[src/rtl/fifo_hash_sequencer.sv]
// Read-side FNV-1a-32 sequencer: drains a fall-through byte FIFO and presents the digest via valid/ready.
// Optional byte counter enabled by defining FNV_BYTE_COUNT_EN.
module fifo_hash_sequencer #(
  parameter logic [31:0] OFFSET_BASIS = 32'h811C9DC5,
  parameter logic [31:0] FNV_PRIME    = 32'h01000193
) (
  input  logic        clk,
  input  logic        rst,
  input  logic        fifo_rempty,
  input  logic [7:0]  fifo_rdata,
  output logic        fifo_rinc,
  input  logic        start,
  input  logic        finalize,
  output logic [31:0] hash_out,
  output logic        hash_valid,
  input  logic        hash_ready,
`ifdef FNV_BYTE_COUNT_EN
  output logic        busy,
  output logic [15:0] byte_count
`else
  output logic        busy
`endif
);

  // state | meaning
  // IDLE  | hash held at basis, waiting for start
  // DRAIN | pop a byte if available, else close message when fin_pend
  // MIX   | multiply step of FNV-1a for the byte just popped
  // DONE  | digest valid, waiting for hash_ready
  typedef enum logic [1:0] {IDLE, DRAIN, MIX, DONE} state_t;

  state_t      state;
  logic [31:0] hash;
  logic [31:0] x;
  logic [31:0] mix_val;
  logic        fin_pend;

  assign mix_val   = x * FNV_PRIME;
  assign fifo_rinc = (state == DRAIN) && !fifo_rempty;
  assign hash_out  = hash;

  always_ff @(posedge clk or posedge rst) begin
    if (rst) begin
      state      <= IDLE;
      hash       <= OFFSET_BASIS;
      x          <= 32'd0;
      fin_pend   <= 1'b0;
      hash_valid <= 1'b0;
      busy       <= 1'b0;
    end else begin
      case (state)
        IDLE: begin
          hash <= OFFSET_BASIS;
          if (start) begin
            state <= DRAIN;
            busy  <= 1'b1;
          end
        end
        DRAIN: begin
          if (finalize) fin_pend <= 1'b1;
          if (!fifo_rempty) begin
            x     <= hash ^ {24'b0, fifo_rdata};
            state <= MIX;
          end else if (fin_pend) begin
            // clearing here overrides a same-cycle finalize set above
            fin_pend   <= 1'b0;
            state      <= DONE;
            hash_valid <= 1'b1;
            busy       <= 1'b0;
          end
        end
        MIX: begin
          if (finalize) fin_pend <= 1'b1;
          hash  <= mix_val;
          state <= DRAIN;
        end
        DONE: begin
          if (hash_ready) begin
            state      <= IDLE;
            hash_valid <= 1'b0;
            hash       <= OFFSET_BASIS;
          end
        end
        default: state <= IDLE;
      endcase
    end
  end

`ifdef FNV_BYTE_COUNT_EN
  always_ff @(posedge clk or posedge rst) begin
    if (rst) begin
      byte_count <= 16'd0;
    end else if (state == IDLE && start) begin
      byte_count <= 16'd0;
    end else if (fifo_rinc && byte_count != 16'hFFFF) begin
      byte_count <= byte_count + 16'd1;
    end
  end
`endif

endmodule
[config.mk]
export PLATFORM = sky130hd
export DESIGN_NAME = fifo_hash_sequencer
export DESIGN_NICKNAME = d
export VERILOG_FILES = /design/src/rtl/fifo_hash_sequencer.sv
export SDC_FILE = /design/constraint.sdc
export NUM_CORES = 1
export LEC_CHECK = 0
export CAP_MARGIN = 20
export CORE_MARGIN = 5
export CORE_UTILIZATION = 50
export CTS_CLUSTER_DIAMETER = 80
export DETAILED_ROUTE_END_ITERATION = 8
export MAX_ROUTING_LAYER = met4
export PLACE_DENSITY = 0.79
export SYNTH_ARGS = -nofsm -noshare
export SYNTH_HDL_FRONTEND = slang
export SYNTH_SLANG_ARGS = --single-unit
[constraint.sdc]
create_clock -name clk -period 8.8 [get_ports clk]
set_input_delay 1.32 -clock clk [delete_from_list [all_inputs] [get_ports clk]]
set_output_delay 1.32 -clock clk [all_outputs]
set_load 0.1 [all_outputs]
==> results.cfg, run 1 <==
[global_routing]
grt_max_degree = 70
grt_use_total_pct = 21.6
grt-ovfl-total = 0
grt_pass1_vias = 6170
grt_first_pass_wirelength_um = 31900
antenna_found_initial = 1

[hold_path]
hold_path.class = reg2reg
worstHoldStart = hash_out[2]

[layout]
postLayoutCoreUtil_pct = 56.9
area_growth_pct = 13.0
drive_gt1_share_pct = 8.91
layout.nets = 1137

[synth]
yosys-top-cells-count = ha_1, inv_1, fa_1, dfrtp_1, a21oi_1
synth_edf_count = 0
synth_nets = 1088
ys_ff_latch = 69
synth_top_area_cell = ha_1
netlist_area_sq_mm = 0.00826
syn_inst = 810
ys_seq_area_share_pct = 21.1
synth.distinct_cells = 64
synth-warning-count = 0
syn_avg_cell_area_sq_um = 10.2
async_reset_ff_share_pct = 100
yosys.cell_count.top_type = ha_1
netlist_top_cells_area = ha_1, fa_1, dfrtp_1, inv_1, dfstp_2
yosysTopAreaCellShare_pct = 28.8
synthFlopType = dfrtp_1

[route]
wl_per_cell_um = 17.7
first_pass_iters = 5
wl_met2_um = 9050
vias_per_cell = 5.38
wl_met1_um = 8520
highest_layer = met4
drt_iter0_drc = 426
wl_um = 19200
met3RoutedLength_um = 1190
drc = 0
vias = 5839
ant_nets = 0

[cts]
path_clk_slew_ns = 0.06
cts.sinks = 69
htree_levels = 3
ctsHoldBuffers = 0
cts_tree = built
ctsRootBufferMaster = clkbuf_16
ctsResizeCount = 0
cts_buffers = 9
clk_latency_ns = 0.35
cts_buffer_depth = 2
postCtsSetupRepairBufs = 0

[sta]
fin_crit_sh_pct = 63.7
tns_ns = 0
period_needed_ns = 5.61
fmax_ghz = 0.178
tightest_slew_ns = 1.03
relSlewSlack_pct = 31.4
skew_ns = 0.00897
slew_violations = 0
setup_viol = 0
finalHoldViolCount = 0
rsz0062_at_grt = false

[die]
die_h_um = 139
row_count = 47
start_util_pct = 50.4
io_pins = 49
core_region_area_sq_mm = 0.0164
dieWidth_um = 139
die_area_sq_mm = 0.0192

[worst_setup_path]
path_cells = ha_1 > ha_1 > fa_1 > ha_1 > fa_1 > ha_1 > inv_1 > fa_1 > inv_1 > ha_1 > o21ai_0 > a21oi_1 > a21oi_2 > o311ai_1 > o21a_1 > o41ai_2
arrival_ns = 5.85
endpoint_kind = flop
start_kind = flop
r2r_slack_ns = 3.19
critPathKind = reg2reg
required_ns = 9.04
critPathMaxStageDelay_ns = 0.66
critPathLaunch = x[4]
worstPathMaxFanout = 7
reg2reg_from = x[4]
path_common_cell = ha_1
critPathSlowestCell = o21ai_0

[status]
status = finished, final reports clean

[placed_design]
gp_congestion = 0.859
port_buffers = 48
hpwlAfterDp_um = 14900

[flow_run]
cap_violations = 0
==> worst max-delay path: cells and delay by family (launching register included) <==
family	cells	cell delay [ns]
AO/OA/AOI/OAI	6	1.87
adder cells (fa/ha/maj)	8	2.96
buffers and inverters	2	0.09
flip-flops	1	0.56
==> area by class of cell <==
type / count / area [sq um]
Inverter: 159 / 597
Sequential cell: 69 / 1740
Timing Repair Buffer: 51 / 503
Fill cell: 1361 / 7070
Clock buffer: 11 / 253
Antenna cell: 1 / 2.50
Clock inverter: 5 / 82.6
Multi-Input combinational cell: 569 / 5880
Tap cell: 220 / 275
==> path summary, 6_finish.rpt <==
kind	endpoint	cells past startpoint
min	hash_out[2]	2
min in group asynchronous	x[30]	3
max in group asynchronous	x[13]	3
min reg2reg	hash_out[2]	2
max reg2reg	hash_out[23]	16
max	hash_out[23]	16
==> routing by layer <==
metal / vias up / GRT usage (%)
met3: 28 / 3.55
li1: 2795 / -
met5: - / -
met4: 0 / 6.71
met1: 2881 / 28.7
met2: 135 / 34.1
==> state kept, by name, summed over array words and instances, names as in the netlist <==
signal      flops
hash_out       32
fin_pend        1
hash_valid      1
state           2
busy            1
x              32
==> stage by stage <==
stage | hold slack (ns) | setup slack (ns) | cell area [sq um] | instances
floorplan | 0.501 | 3.86 | 8260 | 810
global placement | 0.489 | 3.42 | 9000 | 1068
detailed placement | 0.491 | 3.37 | 9000 | 1068
CTS | 0.502 | 3.32 | 9340 | 1084
global route | 0.527 | 3.01 | 9340 | 1085
finish | 0.502 | 3.19 | 9340 | 1085
==> cell usage in the layout, fill, tap and decap left out, types with 7 or more instances in the layout <==
| master | instances |
|---|---|
| xnor2_1 | 29 |
| nand2_1 | 42 |
| a21o_1 | 7 |
| o21ai_0 | 24 |
| xor2_1 | 14 |
| dfrtp_1 | 55 |
| ha_1 | 190 |
| fa_1 | 74 |
| clkbuf_16 | 9 |
| dfstp_2 | 14 |
| inv_1 | 157 |
| mux2_2 | 24 |
| clkdlybuf4s50_1 | 48 |
| nor2_1 | 32 |
| a21oi_1 | 43 |
==> cell families after synthesis <==
family | after synthesis | share of synthesized area (%)
AOI/OAI and AO/OA | 122 | 9.74
and+or+nand+nor | 114 | 6.56
DFF | 69 | 21.1
adders and majority gates | 264 | 46.7
xor gates and xnor gates | 43 | 4.56
buffers and inverters | 172 | 7.84
muxes | 26 | 3.51
Power of run 1 is left out: the tool's default activity adds up to more than one toggle a clock period on the data nets, which glitch-free logic cannot reach.
==> run 2, diff against run 1 <==
- clock period: 8.8 -> 5.4 ns (I/O delays scaled with it)
==> results.cfg, run 2 (same netlist as run 1, synthesis figures left out) <==
[global_routing]
grt_max_degree = 70
grt-ovfl-total = 0
grt_first_pass_wirelength_um = 33700
grt_use_total_pct = 22.7
antenna_found_initial = 0
grt_pass1_vias = 6459

[sta]
fin_crit_sh_pct = 97.6
finalHoldViolCount = 0
setup_viol = 0
fmax_ghz = 0.190
slew_violations = 0
layout_setup_ws_ns = 0.131
period_needed_ns = 5.27
skew_ns = 0.0114
relSlewSlack_pct = 32.7
tightest_slew_ns = 1.01

[route]
drc = 0
vias_per_cell = 5.42
wl_per_cell_um = 18.1
wl_um = 20200
drt_iter0_drc = 378
ant_nets = 0
vias = 6037
first_pass_iters = 5

[hold_path]
hold_depth = 2
worstHoldStart = hash_out[21]
holdPathEnd = hash_out[21]
hold_path.class = reg2reg

[cts]
cts.sinks = 69
cts_buffer_depth = 2
htree_levels = 3
cts_buffers = 9
path_clk_slew_ns = 0.06
cts_tree = built
clk_latency_ns = 0.35
ctsRootBufferMaster = clkbuf_16

[status]
status = finished, final reports clean

[die]
die_h_um = 139
row_count = 47
io_pins = 49
die_area_sq_mm = 0.0192
start_util_pct = 50.4
core_region_area_sq_mm = 0.0164
dieWidth_um = 139

[layout]
drive_gt1_share_pct = 12.9
layout.nets = 1166
area_growth_pct = 15.9
postLayoutCoreUtil_pct = 58.4
final_common_cell = ha_1
layout_common_cells = ha_1, inv_1, fa_1, dfrtp_1, clkdlybuf4s50_1
design_area_sq_mm = 0.00957
num_antenna_cells = 0

[worst_setup_path]
reg2reg_from = x[11]
critPathKind = reg2reg
arrival_ns = 5.50
reg2reg_to = hash_out[28]
start_kind = flop
required_ns = 5.63
r2r_slack_ns = 0.13
reg2reg_depth = 18
endpoint_kind = flop
worstPathMaxFanout = 5

[flow_run]
cap_violations = 0

[placed_design]
gp_congestion = 0.889
place_area_sq_mm = 0.00918
port_buffers = 48
dp_slack_ns = 0.0992
hpwlAfterDp_um = 15800
## run 2: changes by cell type in the layout (fill, tap and decap cells not counted), moves of 2 or more
cell,delta
a21oi_2,+2
dfrtp_1,-3
ha_1,-2
buf_4,+29
clkinv_4,-2
clkinvlp_4,+2
o21ai_0,-2
a21oi_1,-2
dfrtp_2,+3
clkbuf_8,-2
inv_6,+2
## run 2: timing repair
item / 4_1_cts / 5_1_grt
hold buffers: 0 / 0
setup endpoints to repair: 0 / 10
setup buffers: 0 / 5
resized for setup: 0 / 11
## run 2: layout make-up
type                       count  area [sq um]
inverter                     159           597
clock buffer                   9           225
tap                          220           275
clock inverter                 7          97.6
multi-input combinational    569          5910
fill                        1331          6830
timing repair buffer          80           721
sequential                    69          1750
## run 2: worst max-delay path by stage
stage / endpoint / cells after the start / from / slack (ns)
2_1_floorplan: hash_out[28] / 18 / x[10] / 0.46
3_3_place_gp: hash_out[19] / 16 / x[2] / 0.10
3_5_place_dp: hash_out[19] / 16 / x[2] / 0.1
4_1_cts: hash_out[19] / 16 / x[3] / 0.07
5_1_grt: hash_out[28] / 18 / x[11] / -0.08
6_report: hash_out[28] / 18 / x[11] / 0.13
## run 2: worst max-delay path, cell delays in order (launching register included)
cell	delay [ns]
dfrtp_2	0.45
ha_1	0.29
ha_1	0.31
fa_1	0.44
ha_1	0.22
fa_1	0.50
ha_1	0.29
inv_1	0.05
fa_1	0.52
inv_1	0.04
ha_2	0.32
a21o_1	0.17
a21oi_1	0.19
nor2_1	0.06
or4_1	0.40
a31o_1	0.26
nor2_2	0.20
o21ai_1	0.12
a221o_1	0.31
## run 2: metal layers
metal / global-route usage [%] / wire length, um / part of all wire (%) / up-vias
li1: - / - / - / 2854
met1: 29.1 / 8810 / 44 / 2991
met2: 36.6 / 9790 / 48 / 156
met3: 3.00 / 993 / 4.9 / 36
met4: 9.00 / 614 / 3.0 / 0
met5: - / 0 / 0 / -
## run 2: per-stage QoR
| stage | hold slack, ns | instances | TNS (ns) |
|---|---|---|---|
| after detailed placement | 0.488 | 1092 | 0 |
| after global routing | 0.537 | 1113 | -0.109 |
| final | 0.507 | 1113 | 0 |
| after CTS | 0.513 | 1108 | 0 |
| after global placement | 0.486 | 1092 | 0 |
| after floorplan | 0.501 | 810 | 0 |
Power of run 2 is left out for the same reason.
